## src/rtl/lcd_timing_gen_if.sv

```systemverilog
// Signal bundle between the display controller and lcd_timing_gen:
// control inputs, early fetch strobe/coordinates and the registered panel outputs.
interface lcd_timing_gen_if;
  logic        enable;
  logic [1:0]  pattern_sel;
  logic [23:0] solid_rgb;
  logic        fetch_en;
  logic [9:0]  fetch_x;
  logic [9:0]  fetch_y;
  logic        frame_start;
  logic        de;
  logic        hsync;
  logic        vsync;
  logic [9:0]  x;
  logic [9:0]  y;
  logic [7:0]  r;
  logic [7:0]  g;
  logic [7:0]  b;

  // master is the controller/pixel-pipeline side, slave is the timing generator
  modport master (
    output enable, pattern_sel, solid_rgb,
    input  fetch_en, fetch_x, fetch_y, frame_start,
    input  de, hsync, vsync, x, y, r, g, b
  );

  modport slave (
    input  enable, pattern_sel, solid_rgb,
    output fetch_en, fetch_x, fetch_y, frame_start,
    output de, hsync, vsync, x, y, r, g, b
  );
endinterface

```

## src/rtl/lcd_timing_gen.sv

```systemverilog
// Parallel-RGB LCD timing generator with test patterns and an early fetch strobe.
// Build option LCD_SYNC_OUT_EN: generate HSYNC/VSYNC; when undefined they are tied inactive.
module lcd_timing_gen #(
  parameter int H_ACTIVE = 640,
  parameter int H_FP     = 16,
  parameter int H_SYNC   = 96,
  parameter int H_BP     = 48,
  parameter int V_ACTIVE = 480,
  parameter int V_FP     = 10,
  parameter int V_SYNC   = 2,
  parameter int V_BP     = 33,
  parameter int DELAY    = 16,
  parameter bit SYNC_POL = 1'b0,
  parameter int CHK_BIT  = 7
) (
  input  logic               pixel_clk,
  input  logic               rst,
  lcd_timing_gen_if.slave    bus
);

  localparam int H_TOTAL = H_ACTIVE + H_FP + H_SYNC + H_BP;
  localparam int V_TOTAL = V_ACTIVE + V_FP + V_SYNC + V_BP;
  localparam int BAR_W   = H_ACTIVE / 8;

  localparam logic [9:0] H_LAST  = 10'(H_TOTAL - 1);
  localparam logic [9:0] V_LAST  = 10'(V_TOTAL - 1);
  localparam logic [9:0] H_ACT_C = 10'(H_ACTIVE);
  localparam logic [9:0] V_ACT_C = 10'(V_ACTIVE);
`ifdef LCD_SYNC_OUT_EN
  localparam logic [9:0] HS_BEG  = 10'(H_ACTIVE + H_FP);
  localparam logic [9:0] HS_END  = 10'(H_ACTIVE + H_FP + H_SYNC);
  localparam logic [9:0] VS_BEG  = 10'(V_ACTIVE + V_FP);
  localparam logic [9:0] VS_END  = 10'(V_ACTIVE + V_FP + V_SYNC);
`endif

  typedef struct packed {
    logic       act;
    logic [1:0] pat;
    logic [9:0] h;
    logic [9:0] v;
`ifdef LCD_SYNC_OUT_EN
    logic       hs;
    logic       vs;
`endif
  } pix_t;

  logic [9:0]  h_cnt_q, h_cnt_d;
  logic [9:0]  v_cnt_q, v_cnt_d;
  logic [1:0]  pat_q, pat_d;
  logic        act_s;
  logic        fetch_en_s;
  logic        frame_start_s;
  logic [1:0]  pat_eff_s;
  pix_t        st0_s;
  pix_t        tail_s;
  logic [2:0]  bar_idx_s;
  logic [23:0] rgb_s;

  logic        de_q;
  logic [9:0]  x_q;
  logic [9:0]  y_q;
  logic [23:0] rgb_q;

  function automatic logic [23:0] bar_colour(input logic [2:0] idx);
    logic [23:0] c;
    case (idx)
      3'd0:    c = 24'hFFFFFF;
      3'd1:    c = 24'hFFFF00;
      3'd2:    c = 24'h00FFFF;
      3'd3:    c = 24'h00FF00;
      3'd4:    c = 24'hFF00FF;
      3'd5:    c = 24'hFF0000;
      3'd6:    c = 24'h0000FF;
      3'd7:    c = 24'h000000;
      default: c = 24'h000000;
    endcase
    return c;
  endfunction

  // Counter next state: hold at origin while disabled so re-enable starts at (0,0)
  always_comb begin
    h_cnt_d = h_cnt_q;
    v_cnt_d = v_cnt_q;
    if (!bus.enable) begin
      h_cnt_d = 10'd0;
      v_cnt_d = 10'd0;
    end else if (h_cnt_q == H_LAST) begin
      h_cnt_d = 10'd0;
      if (v_cnt_q == V_LAST) begin
        v_cnt_d = 10'd0;
      end else begin
        v_cnt_d = v_cnt_q + 10'd1;
      end
    end else begin
      h_cnt_d = h_cnt_q + 10'd1;
    end
  end

  // Raster counters
  always_ff @(posedge pixel_clk or posedge rst) begin
    if (rst) begin
      h_cnt_q <= 10'd0;
      v_cnt_q <= 10'd0;
    end else begin
      h_cnt_q <= h_cnt_d;
      v_cnt_q <= v_cnt_d;
    end
  end

  // Stage 0; rst gates the strobes so they are quiet during the async clear
  always_comb begin
    act_s         = (h_cnt_q < H_ACT_C) && (v_cnt_q < V_ACT_C);
    fetch_en_s    = act_s && bus.enable && !rst;
    frame_start_s = bus.enable && !rst && (h_cnt_q == 10'd0) && (v_cnt_q == 10'd0);
    pat_eff_s     = frame_start_s ? bus.pattern_sel : pat_q;
    pat_d         = pat_eff_s;
    st0_s         = '0;
    st0_s.act     = fetch_en_s;
    st0_s.pat     = pat_eff_s;
    st0_s.h       = h_cnt_q;
    st0_s.v       = v_cnt_q;
`ifdef LCD_SYNC_OUT_EN
    st0_s.hs      = (h_cnt_q >= HS_BEG) && (h_cnt_q < HS_END);
    st0_s.vs      = (v_cnt_q >= VS_BEG) && (v_cnt_q < VS_END);
`endif
  end

  assign bus.fetch_en    = fetch_en_s;
  assign bus.fetch_x     = act_s ? h_cnt_q : 10'd0;
  assign bus.fetch_y     = act_s ? v_cnt_q : 10'd0;
  assign bus.frame_start = frame_start_s;

  // Pattern latch, only moves at frame_start so a frame never mixes patterns
  always_ff @(posedge pixel_clk or posedge rst) begin
    if (rst) begin
      pat_q <= 2'd0;
    end else begin
      pat_q <= pat_d;
    end
  end

  // DELAY-1 shift stages; the output register supplies the last cycle of lead
  generate
    if (DELAY > 1) begin : g_pipe
      pix_t pipe_q [DELAY-1];

      // Shift register carrying stage-0 attributes towards the output register
      always_ff @(posedge pixel_clk or posedge rst) begin
        if (rst) begin
          for (int i = 0; i < DELAY - 1; i++) begin
            pipe_q[i] <= '0;
          end
        end else begin
          pipe_q[0] <= st0_s;
          for (int i = 1; i < DELAY - 1; i++) begin
            pipe_q[i] <= pipe_q[i-1];
          end
        end
      end

      assign tail_s = pipe_q[DELAY-2];
    end else begin : g_nopipe
      assign tail_s = st0_s;
    end
  endgenerate

  // Pattern colour from delayed coordinates; bar edges are constant compares
  always_comb begin
    bar_idx_s = 3'd0;
    rgb_s     = 24'h000000;
    for (int k = 1; k < 8; k++) begin
      if (tail_s.h >= 10'(k * BAR_W)) begin
        bar_idx_s = 3'(k);
      end else begin
        bar_idx_s = bar_idx_s;
      end
    end
    if (tail_s.act) begin
      case (tail_s.pat)
        2'd0:    rgb_s = (tail_s.h[CHK_BIT] ^ tail_s.v[CHK_BIT]) ? 24'hFFFFFF : 24'h000000;
        2'd1:    rgb_s = bar_colour(bar_idx_s);
        2'd2:    rgb_s = {tail_s.h[7:0], tail_s.v[7:0], ~tail_s.h[7:0]};
        2'd3:    rgb_s = bus.solid_rgb;
        default: rgb_s = 24'h000000;
      endcase
    end else begin
      rgb_s = 24'h000000;
    end
  end

  // Output register: blanking forces coordinates and colour to zero
  always_ff @(posedge pixel_clk or posedge rst) begin
    if (rst) begin
      de_q  <= 1'b0;
      x_q   <= 10'd0;
      y_q   <= 10'd0;
      rgb_q <= 24'h000000;
    end else begin
      de_q  <= tail_s.act;
      x_q   <= tail_s.act ? tail_s.h : 10'd0;
      y_q   <= tail_s.act ? tail_s.v : 10'd0;
      rgb_q <= rgb_s;
    end
  end

`ifdef LCD_SYNC_OUT_EN
  logic hsync_q;
  logic vsync_q;

  // Sync outputs, polarity applied at the pin register
  always_ff @(posedge pixel_clk or posedge rst) begin
    if (rst) begin
      hsync_q <= ~SYNC_POL;
      vsync_q <= ~SYNC_POL;
    end else begin
      hsync_q <= tail_s.hs ? SYNC_POL : ~SYNC_POL;
      vsync_q <= tail_s.vs ? SYNC_POL : ~SYNC_POL;
    end
  end

  assign bus.hsync = hsync_q;
  assign bus.vsync = vsync_q;
`else
  assign bus.hsync = ~SYNC_POL;
  assign bus.vsync = ~SYNC_POL;
`endif

  assign bus.de = de_q;
  assign bus.x  = x_q;
  assign bus.y  = y_q;
  assign bus.r  = rgb_q[23:16];
  assign bus.g  = rgb_q[15:8];
  assign bus.b  = rgb_q[7:0];

endmodule
```

## src/flat_wrapper.sv

```systemverilog
// flat-port wrapper written by rule: the top's interface ports become plain ports
module lcd_timing_gen_flat 
#(
  parameter int H_ACTIVE = 640,
  parameter int H_FP     = 16,
  parameter int H_SYNC   = 96,
  parameter int H_BP     = 48,
  parameter int V_ACTIVE = 480,
  parameter int V_FP     = 10,
  parameter int V_SYNC   = 2,
  parameter int V_BP     = 33,
  parameter int DELAY    = 16,
  parameter bit SYNC_POL = 1'b0,
  parameter int CHK_BIT  = 7
)
  (pixel_clk, rst, bus_enable, bus_pattern_sel, bus_solid_rgb, bus_fetch_en, bus_fetch_x, bus_fetch_y, bus_frame_start, bus_de, bus_hsync, bus_vsync, bus_x, bus_y, bus_r, bus_g, bus_b);
  lcd_timing_gen_if bus_i ();
  input  logic pixel_clk;
  input  logic rst;
  input wire logic [$bits(bus_i.enable)-1:0] bus_enable;
  input wire logic [$bits(bus_i.pattern_sel)-1:0] bus_pattern_sel;
  input wire logic [$bits(bus_i.solid_rgb)-1:0] bus_solid_rgb;
  output wire logic [$bits(bus_i.fetch_en)-1:0] bus_fetch_en;
  output wire logic [$bits(bus_i.fetch_x)-1:0] bus_fetch_x;
  output wire logic [$bits(bus_i.fetch_y)-1:0] bus_fetch_y;
  output wire logic [$bits(bus_i.frame_start)-1:0] bus_frame_start;
  output wire logic [$bits(bus_i.de)-1:0] bus_de;
  output wire logic [$bits(bus_i.hsync)-1:0] bus_hsync;
  output wire logic [$bits(bus_i.vsync)-1:0] bus_vsync;
  output wire logic [$bits(bus_i.x)-1:0] bus_x;
  output wire logic [$bits(bus_i.y)-1:0] bus_y;
  output wire logic [$bits(bus_i.r)-1:0] bus_r;
  output wire logic [$bits(bus_i.g)-1:0] bus_g;
  output wire logic [$bits(bus_i.b)-1:0] bus_b;
  assign bus_i.enable = bus_enable;
  assign bus_i.pattern_sel = bus_pattern_sel;
  assign bus_i.solid_rgb = bus_solid_rgb;
  assign bus_fetch_en = bus_i.fetch_en;
  assign bus_fetch_x = bus_i.fetch_x;
  assign bus_fetch_y = bus_i.fetch_y;
  assign bus_frame_start = bus_i.frame_start;
  assign bus_de = bus_i.de;
  assign bus_hsync = bus_i.hsync;
  assign bus_vsync = bus_i.vsync;
  assign bus_x = bus_i.x;
  assign bus_y = bus_i.y;
  assign bus_r = bus_i.r;
  assign bus_g = bus_i.g;
  assign bus_b = bus_i.b;
  lcd_timing_gen #(.H_ACTIVE(H_ACTIVE), .H_FP(H_FP), .H_SYNC(H_SYNC), .H_BP(H_BP), .V_ACTIVE(V_ACTIVE), .V_FP(V_FP), .V_SYNC(V_SYNC), .V_BP(V_BP), .DELAY(DELAY), .SYNC_POL(SYNC_POL), .CHK_BIT(CHK_BIT)) u_core (.pixel_clk(pixel_clk), .rst(rst), .bus(bus_i));
endmodule
```

## config.mk

```make
export PLATFORM = sky130hd
export DESIGN_NAME = lcd_timing_gen_flat
export DESIGN_NICKNAME = d
export VERILOG_FILES = /design/src/rtl/lcd_timing_gen_if.sv /design/src/rtl/lcd_timing_gen.sv /design/src/flat_wrapper.sv
export SDC_FILE = /design/constraint.sdc
export NUM_CORES = 1
export LEC_CHECK = 0
export CAP_MARGIN = 20
export CELL_PAD_IN_SITES_DETAIL_PLACEMENT = 1
export CELL_PAD_IN_SITES_GLOBAL_PLACEMENT = 1
export CORE_MARGIN = 3
export CORE_UTILIZATION = 48
export DETAILED_ROUTE_END_ITERATION = 8
export GPL_ROUTABILITY_DRIVEN = 1
export PLACE_DENSITY = 0.87
export SLEW_MARGIN = 20
export SYNTH_ARGS = -nofsm -noshare
export SYNTH_HDL_FRONTEND = slang
export SYNTH_SLANG_ARGS = --single-unit
```

## constraint.sdc

```tcl
create_clock -name pixel_clk -period 17.66 [get_ports pixel_clk]
set_input_delay 2.649 -clock pixel_clk [delete_from_list [all_inputs] [get_ports pixel_clk]]
set_output_delay 2.649 -clock pixel_clk [all_outputs]
set_load 0.03 [all_outputs]
```

==> qor_table.md <==
| Stage | Item | This run |
|---|---|---|
| status | Outcome | finished clean |
| sta | Final WS setup | 10.07 ns |
| die | Std cell rows | 57 |
| grt | Antenna violations before repair | 0 |
| placement | Number of port buffers | 94 |
| die | I/O pin count | 98 |
| cts | CTS tree | done |
| die | Area of the placeable core | 0.0244 mm2 |
| drt | Remaining number of nets flagged by the antenna check after routing | 0 |
| die | Die Footprint | 0.0269 mm2 |
| min path | Hold path start | u_core.g_pipe.pipe_q[304] |
| finish | Area grow syn2layout | 22.5% |
| synth | Mean post-synth cell area | 17.5 um2 |
| finish | Area used by sequential logic in the layout | 0.0103 mm2 |
| worst setup path | Reg-to-reg setup timing slack | 15.45 ns |
| finish | Multi-input combinational cell area | 0.00154 mm2 |
| die | Die Wd | 164 um |
| cts | Maximum clock path buffer count | 3 |
| drt | Initial DRT Pass Iterations | 4 |
| synth | Share of cell area taken by muxes after synthesis | 0.272% |
| sta | Setup TNS | 0 ns |
| drt | Routed WL per cell | 19.0 um |
| power and ir drop | Reg power frac | 49.1% |
| power and ir drop | Switching Share | 22.6% |
| sta | Unrepaired setup endpoints after global routing | false |
| min path | Class of the tightest hold or removal check | reg -> reg |
| flow run | Max capacitance violation total | 0 |
| die | Initial Utilization | 49.1% |
| cts | Hold-fix buffer count after cts | 0 |
| synth | Proportion of register bits with asynchronous set or reset after synthesis | 100% |
| sta | Headroom to the max-slew limit | 35.2% |
| synth | Post-synthesis register bit count | 410 |
| cts | Number of buffers added by the clock tree synthesis step | 38 |
| grt | Maximum number of pins on one net before global-route repair | 163 |
| power and ir drop | Internal power of the cells | 1.62 mW |
| grt | All-layer global routing usage | 17.3% |
| worst setup path | Arrival time of data at the critical path endpoint | 4.94 ns |
| min path | Hold path cells | 0 |
| worst setup path | Endpoint type of the worst setup path | output port |
| worst setup path | Worst Setup SP | rst |
| finish | Design Area, Final | 0.0147 mm2 |
| cts | Resize count post-CTS | 0 |
| drt | Routed Wire Length | 22000 um |
| drt | DRC violation count after routing | 0 |
| finish | Fill cells | 2212 |
| worst setup path | Capture point of the worst reg-to-reg path | u_core.v_cnt_q[3] |
| cts | Clock-pin slew reported for the worst setup and hold paths after clock tree synthesis | 0.06 ns |
| placement | Final RePlAce weighted congestion | 0.788 |
| drt | Starting DRC count in detailed routing | 367 |
| grt | Wire length of the first global-routing pass | 35800 um |
| worst setup path | Element type at the critical path start | primary input |
| worst setup path | Worst Path Required | 15.01 ns |
| drt | Vias post-DR | 5701 |
| synth | Share of synthesized area occupied by flip-flops and latches | 85.6% |
| power and ir drop | Comb pwr share | 7.8% |
| power and ir drop | Static Leak | 7.25 nW |
| sta | Final Setup Violations | 0 |
| worst setup path | Top fanout value on the critical path | 162 |
| cts | Max H-tree Level | 2 |
| cts | Clock insertion delay at the later pin of the skew report | 0.51 ns |
| synth | Top FF cell, synth | sky130_fd_sc_hd__dfrtp_1 |
| worst setup path | Worst Path Class, Setup | in -> out |
| power and ir drop | Peak supply drop | 0.0000641 V |
| synth | YS warnings | 0 |
| die | Die boundary height | 164 um |
| cts | Cell at the root of the clock tree | sky130_fd_sc_hd__clkbuf_16 |
| sta | Final-report max-slew violation count | 0 |
| cts | Number of setup buffers added after CTS | 0 |
| synth | Post-synthesis adder-cell area fraction | 0.418% |
| finish | Diode insertion count for antenna repair | 0 |
| power and ir drop | Power density cells | 143 mW/mm2 |
| min path | End point of the worst hold path | u_core.g_pipe.pipe_q[281] |
| sta | Final hold violation count | 0 |
| finish | Layout cell share with drive strength beyond 1 | 10.8% |
| worst setup path | Startpoint of the lowest-slack register-to-register path | u_core.h_cnt_q[0] |
| sta | Tcrit/Tclk final | 43.0% |
| synth | Post-Synth XOR/XNOR Area | 0.585% |
| synth | Simple logic cell fraction of the synthesized area | 6.57% |
| placement | HPWL after detailed placement | 12500 um |
| power and ir drop | Switching power total | 473 uW |
| placement | Post-Place Cell Area | 0.0132 mm2 |
| synth | Combinational family with the most area after synthesis | simple AND/OR/NAND/NOR gates |
| sta | Clock period minus final worst setup slack | 7.59 ns |
| grt | GRT Residual Overflow | 0 |
| sta | Setup skew after layout | 0.0107 ns |
| synth | Number of distinct library cells after synthesis | 53 |
| placement | Minimum setup slack after placement | 9.93 ns |
| synth | EDFF count, synth | 0 |
| drt | Post-detailed-route via-to-cell ratio | 4.93 |
| sta | Slew at the pin closest to its max-slew limit | 0.972 ns |
| synth | Netlist area before placement | 0.0120 mm2 |
| sta | Peak Freq | 0.132 GHz |
| cts | Sink Count | 410 |
| worst setup path | Worst Reg-to-Reg Cells | 5 |
| synth | Synthesized instance count | 686 |
| finish | # nets final | 835 |
| grt | Number of global-route vias before repair | 6524 |
| synth | Compound-Gate Fraction of Synth Area | 4.90% |
| power and ir drop | Clock share of power | 43.0% |
final cells by class:
| type | instances | share of cell area (%) |
|---|---|---|
| clock buffer | 50 | 7.63 |
| timing repair buffer | 100 | 6.77 |
| tap | 324 | 2.76 |
| sequential | 410 | 69.9 |
| clock inverter | 20 | 2.13 |
| inverter | 8 | 0.307 |
| multi-input combinational | 244 | 10.5 |
cell families (layout without fill, tap and decap cells):
group,after synthesis,after routing
DFF,410,410
and+or+nand+nor,143,143
AOI/OAI and AO/OA,83,83
buffers and inverters,33,178
xor gates and xnor gates,8,8
adders and majority gates,4,4
muxes,3,3
other,2,3
worst max-delay path by stage:
stage	end
after detailed placement	bus_fetch_en
after global routing	bus_fetch_en
after floorplan	bus_fetch_en
after global placement	bus_fetch_en
final	bus_fetch_en
after CTS	bus_fetch_en
registers in the layout, summed over array words and instances (netlist names):
name,cells
u_core.v_cnt_q,10
u_core.bus.y,10
u_core.rgb_q,24
u_core.bus.de,1
u_core.g_pipe.pipe_q,343
u_core.bus.x,10
u_core.h_cnt_q,10
u_core.pat_q,2
layer usage:
| layer | up-vias | global-route usage (%) | part of all wire (%) |
|---|---|---|---|
| li1 | 2495 | - | - |
| met1 | 3005 | 21.3 | 40 |
| met2 | 174 | 31.3 | 54 |
| met3 | 27 | 3.96 | 5.2 |
| met4 | 0 | 4.15 | 1.5 |
| met5 | - | 0 | 0 |
cell usage after synthesis, drive strengths merged, types with 5 or more instances:
master / n / share of area [%]
dfrtp: 410 / 86
and2: 39 / 2.0
a21oi: 27 / 1.1
nor2: 27 / 0.85
nand2: 25 / 0.78
o21ai: 22 / 0.92
nand3: 16 / 0.67
clkbuf: 14 / 0.47
a211oi: 9 / 0.90
buf: 9 / 0.65
o21a: 9 / 0.56
inv: 8 / 0.27
nor3: 8 / 0.33
xnor2: 5 / 0.37
through the flow:
stage                     utilization, %  power (mW)  hold slack [ns]  cells
final                               60.2        2.09            0.340   1156
after CTS                           60.1        2.12            0.343   1156
after global placement              54.2        1.19            0.331   1086
after global routing                60.2        2.19            0.351   1156
after detailed placement            54.2        1.21            0.336   1086
after floorplan                        -        1.15            0.331    687
power by group through the flow:
stage               combinational [mW]  sequential, mW  clock, mW
floorplan                       0.0878            1.06          0
global placement                 0.153            1.04          0
detailed placement               0.160            1.05          0
CTS                              0.165            1.03      0.924
global route                     0.179            1.03      0.973
finish                           0.164            1.03      0.901
cell usage in the layout (no fill, tap or decap), types with 4 or more instances in the layout:
| cell type | instances |
|---|---|
| sky130_fd_sc_hd__nand4_1 | 4 |
| sky130_fd_sc_hd__and3_1 | 4 |
| sky130_fd_sc_hd__nand3_1 | 16 |
| sky130_fd_sc_hd__o21ai_1 | 12 |
| sky130_fd_sc_hd__or4b_1 | 4 |
| sky130_fd_sc_hd__a211oi_2 | 8 |
| sky130_fd_sc_hd__clkbuf_8 | 6 |
| sky130_fd_sc_hd__o21a_1 | 9 |
| sky130_fd_sc_hd__nand2_1 | 25 |
| sky130_fd_sc_hd__bufinv_16 | 8 |
| sky130_fd_sc_hd__clkbuf_16 | 41 |
| sky130_fd_sc_hd__ha_1 | 4 |
| sky130_fd_sc_hd__clkinv_2 | 8 |
| sky130_fd_sc_hd__o21ai_0 | 10 |
| sky130_fd_sc_hd__a21oi_1 | 27 |
| sky130_fd_sc_hd__inv_1 | 6 |
| sky130_fd_sc_hd__dfrtp_1 | 410 |
| sky130_fd_sc_hd__clkdlybuf4s50_1 | 94 |
| sky130_fd_sc_hd__nor3_1 | 8 |
| sky130_fd_sc_hd__buf_4 | 4 |
| sky130_fd_sc_hd__xnor2_1 | 5 |
| sky130_fd_sc_hd__and2_1 | 38 |
| sky130_fd_sc_hd__nor2_1 | 27 |
worst max-delay path, cell delays in order:
cell and delay (ns):
sky130_fd_sc_hd__clkdlybuf4s50_1 0.62, sky130_fd_sc_hd__clkinv_8 0.59, sky130_fd_sc_hd__and3_1 0.47, sky130_fd_sc_hd__clkdlybuf4s50_1 0.61
Power figures use the tool's default switching activity.
